[config.mk]
export PLATFORM = sky130hd
export DESIGN_NAME = audio_in_flat
export DESIGN_NICKNAME = d
export VERILOG_FILES = /design/src/rtl/audio_pkg.sv /design/src/rtl/audio_in_if.sv /design/src/rtl/audio_in_cic2.sv /design/src/rtl/audio_in.sv /design/src/flat_wrapper.sv
export SDC_FILE = /design/constraint.sdc
export NUM_CORES = 1
export LEC_CHECK = 0
export BUFFER_PORTS_ARGS = -buffer_cell sky130_fd_sc_hd__buf_4
export CAP_MARGIN = 20
export CORE_AREA = 8 8 136 138
export DETAILED_ROUTE_END_ITERATION = 8
export DIE_AREA = 0 0 144 146
export MAX_ROUTING_LAYER = met4
export PLACE_DENSITY = 0.5
export SLEW_MARGIN = 0
export SYNTH_ARGS = -nofsm -noshare
export SYNTH_HDL_FRONTEND = slang
export SYNTH_SLANG_ARGS = --single-unit
[constraint.sdc]
create_clock -name clock -period 7.06 [get_ports clock]
set_input_delay 1.059 -clock clock [delete_from_list [all_inputs] [get_ports clock]]
set_output_delay 1.059 -clock clock [all_outputs]
set_load 0.05 [all_outputs]
[src/rtl/audio_pkg.sv]
// Shared constants for the 1-bit sigma-delta audio receive path.
package audio_pkg;

  localparam int          DLOG_DEF  = 6;
  localparam int          W_DEF     = 2 * DLOG_DEF + 1;
  localparam int          R_DEF     = 1 << DLOG_DEF;
  localparam logic [7:0]  MID_SCALE = 8'h80;

endpackage

[src/rtl/audio_in_if.sv]
// Pin-side and PCM-side signals of the audio receiver.
interface audio_in_if;

  logic       di;
  logic       fb;
  logic [7:0] pcm;
  logic       valid;
  logic       ear;

  modport master (input di, output fb, output pcm, output valid, output ear);
  modport slave  (output di, input fb, input pcm, input valid, input ear);

endinterface

[src/rtl/audio_in_cic2.sv]
// Second-order CIC decimator: two integrators at the bit rate, two combs at the frame rate.
module cic2
  import audio_pkg::*;
#(
  parameter int DLOG = DLOG_DEF
) (
  input  logic                clock,
  input  logic                reset,
  input  logic                i_x,
  output logic [2*DLOG:0]     o_y,
  output logic                o_frame
);

  localparam int W = 2 * DLOG + 1;

  logic [W-1:0]    r_i1_p0;
  logic [W-1:0]    r_i2_p0;
  logic [W-1:0]    r_d1;
  logic [W-1:0]    r_d2;
  logic [DLOG-1:0] r_cnt;
  logic [W-1:0]    w_c1;
  logic [W-1:0]    w_y;
  logic            w_frame;

  // Frame cycle is the last count of the decimation period.
  assign w_frame = &r_cnt;

  // Combs read the registered i2; modulo-2^W wrap cancels in the differences.
  assign w_c1 = r_i2_p0 - r_d1;
  assign w_y  = w_c1 - r_d2;

  assign o_y     = w_y;
  assign o_frame = w_frame;

  always_ff @(posedge clock) begin
    if (reset) begin
      r_i1_p0 <= '0;
      r_i2_p0 <= '0;
      r_d1    <= '0;
      r_d2    <= '0;
      r_cnt   <= '0;
    end else begin
      r_i1_p0 <= r_i1_p0 + W'(i_x);
      r_i2_p0 <= r_i2_p0 + r_i1_p0;
      r_cnt   <= r_cnt + DLOG'(1);
      if (w_frame) begin
        r_d1 <= r_i2_p0;
        r_d2 <= w_c1;
      end
    end
  end

endmodule

[src/rtl/audio_in.sv]
// Ear-line receiver: synchronises the comparator bit, closes the RC loop, decimates to 8-bit PCM.
module audio_in
  import audio_pkg::*;
#(
  parameter int         DLOG = DLOG_DEF,
  parameter logic [7:0] HI   = 8'hA0,
  parameter logic [7:0] LO   = 8'h60
) (
  input  logic          clock,
  input  logic          reset,
  audio_in_if.master    bus
);

  localparam int W = 2 * DLOG + 1;

  logic          r_s1;
  logic          r_s2;
  logic          r_fb;
  logic [7:0]    r_pcm_p1;
  logic          r_vld_p1;
  logic          r_ear;
  logic [W-1:0]  w_y;
  logic          w_frame;
  logic [7:0]    w_pcm;

  // Full scale R^2 is the only value with the top bit set; clamp it instead of wrapping to 0.
  function automatic logic [7:0] sat_pcm(input logic [W-1:0] y);
    if (y >= (W'(1) << (2 * DLOG)))
      return 8'hFF;
    else
      return y[2*DLOG-1 -: 8];
  endfunction

  function automatic logic ear_next(input logic [7:0] s, input logic cur);
    if (s >= HI)
      return 1'b1;
    else if (s <= LO)
      return 1'b0;
    else
      return cur;
  endfunction

  cic2 #(.DLOG(DLOG)) u_cic2 (
    .clock   (clock),
    .reset   (reset),
    .i_x     (r_s2),
    .o_y     (w_y),
    .o_frame (w_frame)
  );

  assign w_pcm = sat_pcm(w_y);

  // Stage p0: synchroniser and loop feedback; stage p1: PCM output and ear.
  always_ff @(posedge clock) begin
    if (reset) begin
      r_s1     <= 1'b0;
      r_s2     <= 1'b0;
      r_fb     <= 1'b0;
      r_pcm_p1 <= 8'h00;
      r_vld_p1 <= 1'b0;
      r_ear    <= 1'b0;
    end else begin
      r_s1     <= bus.di;
      r_s2     <= r_s1;
      r_fb     <= r_s2;
      r_vld_p1 <= w_frame;
      if (w_frame) begin
        r_pcm_p1 <= w_pcm;
        r_ear    <= ear_next(w_pcm, r_ear);
      end
    end
  end

  assign bus.fb    = r_fb;
  assign bus.pcm   = r_pcm_p1;
  assign bus.valid = r_vld_p1;
  assign bus.ear   = r_ear;

endmodule

[src/flat_wrapper.sv]
// flat-port wrapper written by rule: the top's interface ports become plain ports
module audio_in_flat import audio_pkg::*;
#(
  parameter int         DLOG = DLOG_DEF,
  parameter logic [7:0] HI   = 8'hA0,
  parameter logic [7:0] LO   = 8'h60
)
  (clock, reset, bus_di, bus_fb, bus_pcm, bus_valid, bus_ear);
  audio_in_if bus_i ();
  input  logic clock;
  input  logic reset;
  input wire logic [$bits(bus_i.di)-1:0] bus_di;
  output wire logic [$bits(bus_i.fb)-1:0] bus_fb;
  output wire logic [$bits(bus_i.pcm)-1:0] bus_pcm;
  output wire logic [$bits(bus_i.valid)-1:0] bus_valid;
  output wire logic [$bits(bus_i.ear)-1:0] bus_ear;
  assign bus_i.di = bus_di;
  assign bus_fb = bus_i.fb;
  assign bus_pcm = bus_i.pcm;
  assign bus_valid = bus_i.valid;
  assign bus_ear = bus_i.ear;
  audio_in #(.DLOG(DLOG), .HI(HI), .LO(LO)) u_core (.clock(clock), .reset(reset), .bus(bus_i));
endmodule
==> out/metrics.cfg, run 1 <==
[sta]
setup_viol_count_final = 0
worst_slew_pin_slew_ns = 0.705
slew_headroom_pct = 53.0
max_freq_mhz = 256
rsz0062_at_grt = no
report.final.hold_viol_count = 0
maxSlewViolCount = 0
fin_setup_tns_ns = 0
clock_tree_skew_after_final_layout_ns = 0.00754
final_min_period_over_clock_period_pct = 55.3
period_needed_ns = 3.90

[min_path]
whs_path_depth = 1
min_delay_worst_endpoint = u_core.r_s2
holdCritPathClass = reg -> reg
worst_hold_startpoint = u_core.r_s1

[cts]
postCtsSetupRepairBufs = 0
post_cts_resize_count = 0
cts.path.max_buffers = 2
postCtsHoldBufs = 0
path_clk_slew_ns = 0.06
clock_tree.root_cell = clkbuf_16
cts_buffers = 9
clock_tree.htree_level_count = 3
clk_latency_ns = 0.33
tritoncts = built
clock_sink_count = 71

[setup_path]
worst_r2r_startpoint = u_core.u_cic2.r_i2_p0[0]
worstSetupEndpointType = flip-flop
worst-setup-path-type = reg -> reg
critPathRequiredTime_ns = 7.24
rr_worst_depth = 16
setup.worst_path.start = u_core.u_cic2.r_i2_p0[0]
critical_path.startpoint_type = flip-flop
worst-path-max-fanout = 5
rr_endpoint = u_core.bus.ear
timing.reg2reg.setup_slack_ns = 3.16
timing.critical_path.arrival_ns = 4.08

[placement]
finalWeightedCongestion = 0.758
io_buffer_count = 13
dp_hpwl_um = 5770

[synthesis]
synth_top_area_share_pct = 35.6
synth.ff_latch_count = 71
netlist-cell-type-count = 51
post_synth_inst_count = 482
yosys.area.top_type = dfxtp_1
number_of_nets_produced_by_synthesis = 526
synth.top_cells.by_area = dfxtp_1 36%, ha_1 12%, a21oi_1 5.9%
ys_warn_count = 0
post_synth_instance_area_sq_um = 3990
ys_async_sr_fraction_pct = 0
synth_sequential_area_ratio_pct = 35.6
synth-main-ff-cell = dfxtp_1
synth_enable_flop_cells = 0
syn_area_per_cell_sq_um = 8.28

[global_routing]
grt_max_degree = 68
grt_first_pass_wirelength_um = 14200
first_global_vias = 3104
grt_antenna_before_repair = 0
track_usage_pct = 8.42
globalRoute.totalOverflow = 0

[power]
vdd.ir_drop.worst_v = 0.000107
cellLeakagePower_uw = 0.00184
report.power.total_uw = 913
power.density_cell_area_nw_per_um2 = 197

[routing]
drt-wirelength-per-cell_um = 11.1
drt-vias-per-instance = 4.36
detail-route-antenna-nets = 0
vias = 3138
firstDrtPassIters = 4
drt_wl_total_um = 7990
drt_iter0_markers = 133
drc = 0

[floorplan]
chipHeight_um = 146
fp.dieW_um = 144
fp-row-count = 47
die_area_sq_um = 21000
coreArea_sq_um = 16300
initial_utilization_pct = 24.5
count_of_boundary_i_o_pins = 14

[layout]
area_delta_synth_final_pct = 16.1
num-nets-final = 538
antenna_cells = 0
final_layout_size_suffix_gt1_share_pct = 8.22

[run]
cap_violations = 0

[status]
outcome = finished, final reports clean

cell usage after synthesis (5+ instances only):
library cell	count
a21o_1	6
inv_1	35
o21ai_0	15
nor3_1	10
o21a_1	5
and3_1	7
or3_1	8
ha_1	39
nor2b_1	12
xor2_1	14
xnor2_1	21
clkbuf_1	11
nand2_1	62
dfxtp_1	71
nor2_1	48
nand3_1	16
a21oi_1	47
routing by layer:
metal	vias to the layer above	wire length, um	global-route usage [%]
met2	35	3600	13.0
met3	11	318	2.46
met5	-	0	-
li1	1677	-	-
met4	0	106	2.68
met1	1415	3970	10.3
per-stage QoR:
stage | hold slack, ns | cells | worst slack, ns | area (sq um) | utilization, %
final | 0.436 | 719 | 3.16 | 4640 | 28.5
after global routing | 0.466 | 719 | 2.89 | 4640 | 28.5
after CTS | 0.443 | 719 | 3.19 | 4640 | 28.5
after detailed placement | 0.429 | 703 | 3.20 | 4330 | 26.6
after global placement | 0.416 | 703 | 3.27 | 4330 | 26.6
after floorplan | 0.414 | 482 | 3.48 | 3990 | -
final cells by class:
cell class / count / area, sq um
clock buffer: 10 / 239
clock inverter: 6 / 68.8
fill: 1733 / 11700
inverter: 35 / 131
multi-input combinational: 362 / 2390
sequential: 71 / 1420
tap: 220 / 275
timing repair buffer: 15 / 113
flip-flops by register name (all words and copies together), names as in the netlist:
signal	flops
u_core.r_s1	1
u_core.bus.valid	1
u_core.r_s2	1
u_core.u_cic2.r_i1_p0	13
u_core.bus.pcm	8
u_core.u_cic2.r_d2	13
u_core.u_cic2.r_d1	13
u_core.bus.fb	1
u_core.u_cic2.r_cnt	6
u_core.bus.ear	1
u_core.u_cic2.r_i2_p0	13
cell families after synthesis:
family,share of synthesized area (%)
and+or+nand+nor,20.0
AOI/OAI and AO/OA,17.9
DFF,35.6
buffers and inverters,4.61
adders and majority gates,13.2
xor gates and xnor gates,8.68
how the worst max path moves through the flow:
| stage | end | slack, ns |
|---|---|---|
| floorplan | u_core.bus.ear | 3.48 |
| global placement | u_core.bus.ear | 3.27 |
| detailed placement | u_core.bus.ear | 3.20 |
| CTS | u_core.bus.ear | 3.19 |
| global route | u_core.bus.pcm[7] | 2.89 |
| finish | u_core.bus.ear | 3.16 |
cells in the final DEF (no fill, tap or decap), types with 15 or more instances in the layout:
master and n:
inv_1 35, buf_4 15, xnor2_1 21, ha_1 39, a21oi_1 47, dfxtp_1 71, nand2_1 62, nor2_1 48
o21ai_0 15, nand3_1 16
critical path: stages, from the launching register on:
cell,delay (ns)
dfxtp_1,0.34
inv_1,0.05
ha_1,0.23
fa_1,0.42
nor2b_1,0.21
o21a_1,0.14
nor2_1,0.04
xnor2_1,0.21
ha_1,0.31
or2_1,0.24
a21oi_2,0.15
a21oi_2,0.07
a221o_1,0.41
a311o_1,0.38
or3_1,0.37
nand3_1,0.09
a31oi_1,0.07
power by group:
part           switching (uW)  internal (uW)  leakage (uW)
logic                    26.1           18.6       0.00111
clock network             177            285      0.000149
registers                2.35            404      0.000573
total                     205            707       0.00184
Power figures use the tool's default switching activity.
==> run 2: changes to the inputs <==
- ABC_AREA: default -> 1
- CORE_AREA: 8 8 136 138 -> 8 8 139 141
- DIE_AREA: 0 0 144 146 -> 0 0 147 149
- clock period: 7.06 -> 3.83 ns (I/O delays scaled with it)
==> out/metrics.cfg, run 2 <==
[setup_path]
setup.worst_path.start = u_core.u_cic2.r_i2_p0[2]
worst-setup-path-type = reg -> reg
timing.reg2reg.setup_slack_ns = 0.36  ; -2.80 ns
worst-path-max-fanout = 11  ; +6
critical_path.startpoint_type = flip-flop
worst_r2r_startpoint = u_core.u_cic2.r_i2_p0[2]
worstSetupEndpointType = flip-flop
critPathRequiredTime_ns = 4.04  ; -3.20 ns
rr_endpoint = u_core.bus.ear
timing.critical_path.arrival_ns = 3.68  ; -0.40 ns
rr_worst_depth = 20  ; +4

[layout]
area_delta_synth_final_pct = 15.5
final_common_cell = inv_1
antenna_cells = 0  ; unchanged
finalCoreUtilization_pct = 28.5  ; +0.070 points
final_layout_size_suffix_gt1_share_pct = 7.83  ; -0.38 points
most_frequent_cells_in_the_layout = 99 x inv_1, 74 x nand2_1, 71 x dfxtp_1, 69 x a21oi_1, 58 x nor2_1
finalNonFillerCells = 825  ; +15%
num-nets-final = 640  ; +19%
filler_cell_count = 1918  ; +11%

[synthesis]
post_synth_instance_area_sq_um = 4210  ; +5.5%
syn_area_per_cell_sq_um = 7.20  ; -13%
synth_sequential_area_ratio_pct = 33.7  ; -1.9 points
post_synth_inst_count = 585  ; +21%
ys_warn_count = 0  ; unchanged
ys_async_sr_fraction_pct = 0  ; unchanged
netlist-cell-type-count = 35  ; -31%
yosys.area.top_type = dfxtp_1
synth-main-ff-cell = dfxtp_1
synth.ff_latch_count = 71  ; unchanged
synth.top_cells.by_area = dfxtp_1 34%, ha_1 12%, inv_1 8.8%
synth_top_area_share_pct = 33.7  ; -1.9 points
synth.most_common_cell = inv_1
number_of_nets_produced_by_synthesis = 629  ; +20%
synth_top_cells_by_count = 99 x inv_1, 74 x nand2_1, 71 x dfxtp_1, 69 x a21oi_1, 58 x nor2_1
synth_enable_flop_cells = 0  ; unchanged

[power]
vdd.ir_drop.worst_v = 0.000206  ; +93%
cellLeakagePower_uw = 0.00230  ; +26%
report.power.total_uw = 1750  ; +92%
power.density_cell_area_nw_per_um2 = 360  ; +83%

[routing]
detail-route-antenna-nets = 0  ; unchanged
drt-vias-per-instance = 4.29  ; -1.7%
drt-wirelength-per-cell_um = 10.6  ; -4.4%
drt_iter0_markers = 157  ; +18%
drc = 0  ; unchanged
drt_wl_total_um = 8760  ; +9.7%
firstDrtPassIters = 4  ; unchanged
vias = 3541  ; +13%

[global_routing]
grt_first_pass_wirelength_um = 15300  ; +8.0%
globalRoute.totalOverflow = 0  ; unchanged
grt_antenna_before_repair = 0  ; unchanged
track_usage_pct = 8.62  ; +0.20 points
first_global_vias = 3371  ; +8.6%
grt_max_degree = 51  ; -25%

[min_path]
whs_path_depth = 2  ; +1
holdCritPathClass = reg -> reg
worst_hold_startpoint = u_core.r_s1
min_delay_worst_endpoint = u_core.r_s2

[sta]
worst_slew_pin_slew_ns = 0.656  ; -0.0493 ns
clock_tree_skew_after_final_layout_ns = 0.00484  ; -0.00270 ns
period_needed_ns = 3.47  ; -0.433 ns
final_min_period_over_clock_period_pct = 90.6  ; +35 points
post-route-worst-setup-slack_ns = 0.362  ; -2.80 ns
max_freq_mhz = 288  ; +12%
setup_viol_count_final = 0  ; unchanged
slew_headroom_pct = 56.2  ; +3.2 points
maxSlewViolCount = 0  ; unchanged
rsz0062_at_grt = no
fin_setup_tns_ns = 0  ; unchanged
report.final.hold_viol_count = 0  ; unchanged

[floorplan]
fp-row-count = 48  ; +2.1%
chipHeight_um = 149  ; +2.1%
coreArea_sq_um = 17100  ; +4.7%
die_area_sq_um = 21900  ; +4.2%
count_of_boundary_i_o_pins = 14  ; unchanged
fp.dieW_um = 147  ; +2.1%
initial_utilization_pct = 24.7  ; +0.19 points

[cts]
tritoncts = built
clock_sink_count = 71  ; unchanged
postCtsHoldBufs = 0  ; unchanged
path_clk_slew_ns = 0.06  ; about the same
clock_tree.htree_level_count = 3  ; unchanged
clock_tree.root_cell = clkbuf_16
cts.path.max_buffers = 2  ; unchanged
clk_latency_ns = 0.33  ; about the same
cts_buffers = 9  ; unchanged

[placement]
io_buffer_count = 13  ; unchanged
finalWeightedCongestion = 0.761  ; +0.44%
detailedPlace.worstSlack_ns = 0.305  ; -2.90 ns
place_inst = 810  ; +15%
dp_hpwl_um = 6380  ; +11%

[status]
outcome = finished, final reports clean

[run]
cap_violations = 0  ; unchanged

## run 2: cells by family after synthesis
kind of cell               synth area share (%)
DFF                                        33.7
buffers and inverters                      10.5
and+or+nand+nor                            19.5
adders and majority gates                  12.5
AOI/OAI and AO/OA                          19.8
xor gates and xnor gates                   3.95
## run 2: critical path: stages, from the launching register on
cell	delay [ns]
dfxtp_1	0.33
ha_1	0.36
a21oi_1	0.20
and2_1	0.18
inv_1	0.06
a21o_1	0.18
a31oi_1	0.17
xor2_1	0.21
inv_1	0.07
ha_1	0.33
a21o_1	0.21
a31oi_1	0.20
nand2_1	0.07
a21oi_1	0.17
nand3_2	0.11
nand2_4	0.13
nand2_1	0.10
nor2_1	0.10
nand2_1	0.06
nand2_1	0.06
a21oi_2	0.05
## run 2: timing repair
item | 4_1_cts | 5_1_grt
setup buffers | 0 | 0
resized for setup | 0 | 1
hold endpoints to repair | 0 | 0
setup endpoints to repair | 0 | 1
## run 2: metal layers
layer,track usage [%],wire length [um],up-vias
li1,-,-,1938
met1,10.0,4500,1547
met2,13.8,3780,46
met3,2.55,337,10
met4,3.47,146,0
met5,-,0,-
## run 2: where the power goes
part           switching [uW]  leakage, uW  internal (uW)  total (uW)
sequential               3.87     0.000573            745         749
combinational            81.9      0.00158           46.6         129
clock                     303     0.000154            571         875
total                     389      0.00230           1360        1750
## run 2: area by class of cell
type / instances / area (sq um) / area share [%]
inverter: 101 / 379 / 7.79
timing repair buffer: 15 / 113 / 2.31
sequential: 71 / 1420 / 29.2
clock inverter: 2 / 37.5 / 0.771
multi-input combinational: 398 / 2350 / 48.4
tap: 225 / 282 / 5.79
clock buffer: 13 / 280 / 5.76
## run 2: how the worst max path moves through the flow
| stage | endpoint | slack (ns) | depth (start not counted) |
|---|---|---|---|
| floorplan | u_core.bus.ear | 0.71 | 22 |
| global placement | u_core.bus.ear | 0.43 | 21 |
| detailed placement | u_core.bus.ear | 0.31 | 20 |
| CTS | u_core.bus.ear | 0.29 | 20 |
| global route | u_core.bus.ear | 0.05 | 20 |
| finish | u_core.bus.ear | 0.36 | 20 |
## run 2: stage by stage
stage | hold WS, ns | instance area [sq um]
floorplan | 0.388 | 4210
finish | 0.414 | 4870
global placement | 0.396 | 4540
CTS | 0.414 | 4860
detailed placement | 0.406 | 4540
global route | 0.442 | 4870
==> run 3: changes to the inputs <==
- CELL_PAD_IN_SITES_DETAIL_PLACEMENT: default -> 0
- CELL_PAD_IN_SITES_GLOBAL_PLACEMENT: default -> 1
- PLACE_DENSITY: 0.5 -> 0.59
==> out/metrics.cfg, run 3 (synthesis gave the netlist of run 2 again) <==
[layout]
final_common_cell = inv_1
most_frequent_cells_in_the_layout = 99 x inv_1, 74 x nand2_1, 71 x dfxtp_1, 68 x a21oi_1, 58 x nor2_1
num-nets-final = 640  ; unchanged
filler_cell_count = 1909  ; -0.47%
antenna_cells = 0  ; unchanged
final_layout_size_suffix_gt1_share_pct = 8.15  ; +0.32 points
area_delta_synth_final_pct = 15.5  ; about the same

[sta]
maxSlewViolCount = 0  ; unchanged
worst_slew_pin_slew_ns = 0.687  ; +0.0311 ns
slew_headroom_pct = 54.1  ; -2.1 points
report.final.hold_viol_count = 0  ; unchanged
max_freq_mhz = 288  ; -0.28%
fin_setup_tns_ns = 0  ; unchanged
setup_viol_count_final = 0  ; unchanged
period_needed_ns = 3.48  ; +0.00962 ns
clock_tree_skew_after_final_layout_ns = 0.00612  ; +0.00128 ns
final_min_period_over_clock_period_pct = 90.8  ; +0.25 points
rsz0062_at_grt = no

[min_path]
holdCritPathClass = reg -> reg
worst_hold_startpoint = u_core.r_s1
whs_path_depth = 2  ; unchanged
min_delay_worst_endpoint = u_core.r_s2

[setup_path]
slowest_delay_ns = 0.38  ; +0.02 ns
worst-setup-path-type = reg -> reg
timing.critical_path.max_delay_family = compound AO/OA/AOI/OAI gates
worstSetupEndpointType = flip-flop
timing.critical_path.cells = ha_1, a21oi_2, and2_1, inv_1, a21o_1, a31oi_1, xor2_1, inv_1, ha_1, a21o_1, a31oi_1, nand2_1, a21oi_1, nand3_2, nand2_2, nand2_1, nor2_1, nand2_1, nand2_1, a21oi_2
critical_path.slowest_cell = ha_1
timing.critical_path.arrival_ns = 3.70  ; +0.02 ns
critPathRequiredTime_ns = 4.05  ; about the same
critical_path.startpoint_type = flip-flop
timing.reg2reg.setup_slack_ns = 0.35  ; about the same
worst-path-max-fanout = 11  ; unchanged
setup.worst_path.start = u_core.u_cic2.r_i2_p0[2]
rr_endpoint = u_core.bus.ear
rr_worst_depth = 20  ; unchanged
worst-path-buf-inv = 2  ; unchanged
worst_r2r_startpoint = u_core.u_cic2.r_i2_p0[2]
cp.depth = 20  ; unchanged
critical_path.most_common_cell = nand2_1

[floorplan]
die_area_sq_um = 21900  ; unchanged
coreArea_sq_um = 17100  ; unchanged
chipHeight_um = 149  ; unchanged
fp-row-count = 48  ; unchanged
count_of_boundary_i_o_pins = 14  ; unchanged
initial_utilization_pct = 24.7  ; unchanged
fp.dieW_um = 147  ; unchanged

[routing]
drt-vias-per-instance = 4.32  ; +0.61%
drt_iter0_markers = 114  ; -27%
vias = 3567  ; +0.73%
detail-route-antenna-nets = 0  ; unchanged
drc = 0  ; unchanged
drt_wl_total_um = 9100  ; +3.9%
firstDrtPassIters = 4  ; unchanged
drt-wirelength-per-cell_um = 11.0  ; +3.8%

[cts]
clock_sink_count = 71  ; unchanged
cts.path.max_buffers = 2  ; unchanged
clk_latency_ns = 0.34  ; about the same
postCtsSetupRepairBufs = 0  ; unchanged
path_clk_slew_ns = 0.06  ; about the same
clock_tree.root_cell = clkbuf_16
tritoncts = built
clock_tree.htree_level_count = 3  ; unchanged
cts_buffers = 9  ; unchanged
postCtsHoldBufs = 0  ; unchanged
post_cts_resize_count = 0  ; unchanged

[global_routing]
grt_antenna_before_repair = 0  ; unchanged
first_global_vias = 3552  ; +5.4%
globalRoute.totalOverflow = 0  ; unchanged
track_usage_pct = 9.19  ; +0.56 points
grtUsageMet3_pct = 2.91  ; +0.36 points
globalRoute.busiestLayer = met2
grt_use_met1_pct = 9.62  ; -0.41 points
grt_first_pass_wirelength_um = 16000  ; +4.2%
grt_use_met2_pct = 15.9  ; +2.1 points
grt_max_degree = 51  ; unchanged

[power]
vdd.ir_drop.worst_v = 0.000209  ; +1.3%
report.power.total_uw = 1760  ; +0.48%
cellLeakagePower_uw = 0.00231  ; about the same
power.density_cell_area_nw_per_um2 = 362  ; +0.51%

[placement]
finalWeightedCongestion = 0.775  ; +1.7%
dp_hpwl_um = 6890  ; +7.9%
io_buffer_count = 13  ; unchanged

[run]
cap_violations = 0  ; unchanged

[status]
outcome = finished, final reports clean

[run 3: power breakdown]
part	switching, uW	internal [uW]
logic	82.9	45.6
clock network	325	558
registers	3.60	745
[run 3: routing by layer]
layer | routed length [um] | part of all wire (%)
met1 | 4260 | 47
met3 | 353 | 3.9
met2 | 4310 | 47
met5 | 0 | 0
met4 | 182 | 2.0
[run 3: how the worst max path moves through the flow]
stage / end / slack (ns)
final: u_core.bus.ear / 0.35
after global placement: u_core.bus.ear / 0.39
after global routing: u_core.bus.ear / 0.03
after floorplan: u_core.bus.ear / 0.71
after CTS: u_core.bus.ear / 0.28
after detailed placement: u_core.bus.ear / 0.29
[run 3: worst min-delay path, cell delays in order, from the launching register on]
cell     delay [ns]
dfxtp_1        0.30
inv_1          0.04
nor2_1         0.03
[run 3: per-stage QoR]
| stage | worst slack [ns] | cells | util [%] | hold WS, ns | cell area, sq um |
|---|---|---|---|---|---|
| 5_1_grt | 0.0321 | 826 | 28.5 | 0.421 | 4860 |
| 3_3_place_gp | 0.394 | 810 | 26.6 | 0.396 | 4540 |
| 2_1_floorplan | 0.712 | 585 | - | 0.388 | 4210 |
| 6_report | 0.352 | 826 | 28.5 | 0.404 | 4860 |
| 4_1_cts | 0.281 | 826 | 28.5 | 0.411 | 4860 |
| 3_5_place_dp | 0.287 | 810 | 26.6 | 0.402 | 4540 |
[run 3: layout make-up]
| type | count | area (sq um) | area share [%] |
|---|---|---|---|
| multi-input combinational | 398 | 2350 | 48.4 |
| tap | 225 | 282 | 5.79 |
| inverter | 101 | 379 | 7.79 |
| clock buffer | 12 | 267 | 5.48 |
| clock inverter | 4 | 51.3 | 1.05 |
| timing repair buffer | 15 | 113 | 2.31 |
| sequential | 71 | 1420 | 29.2 |
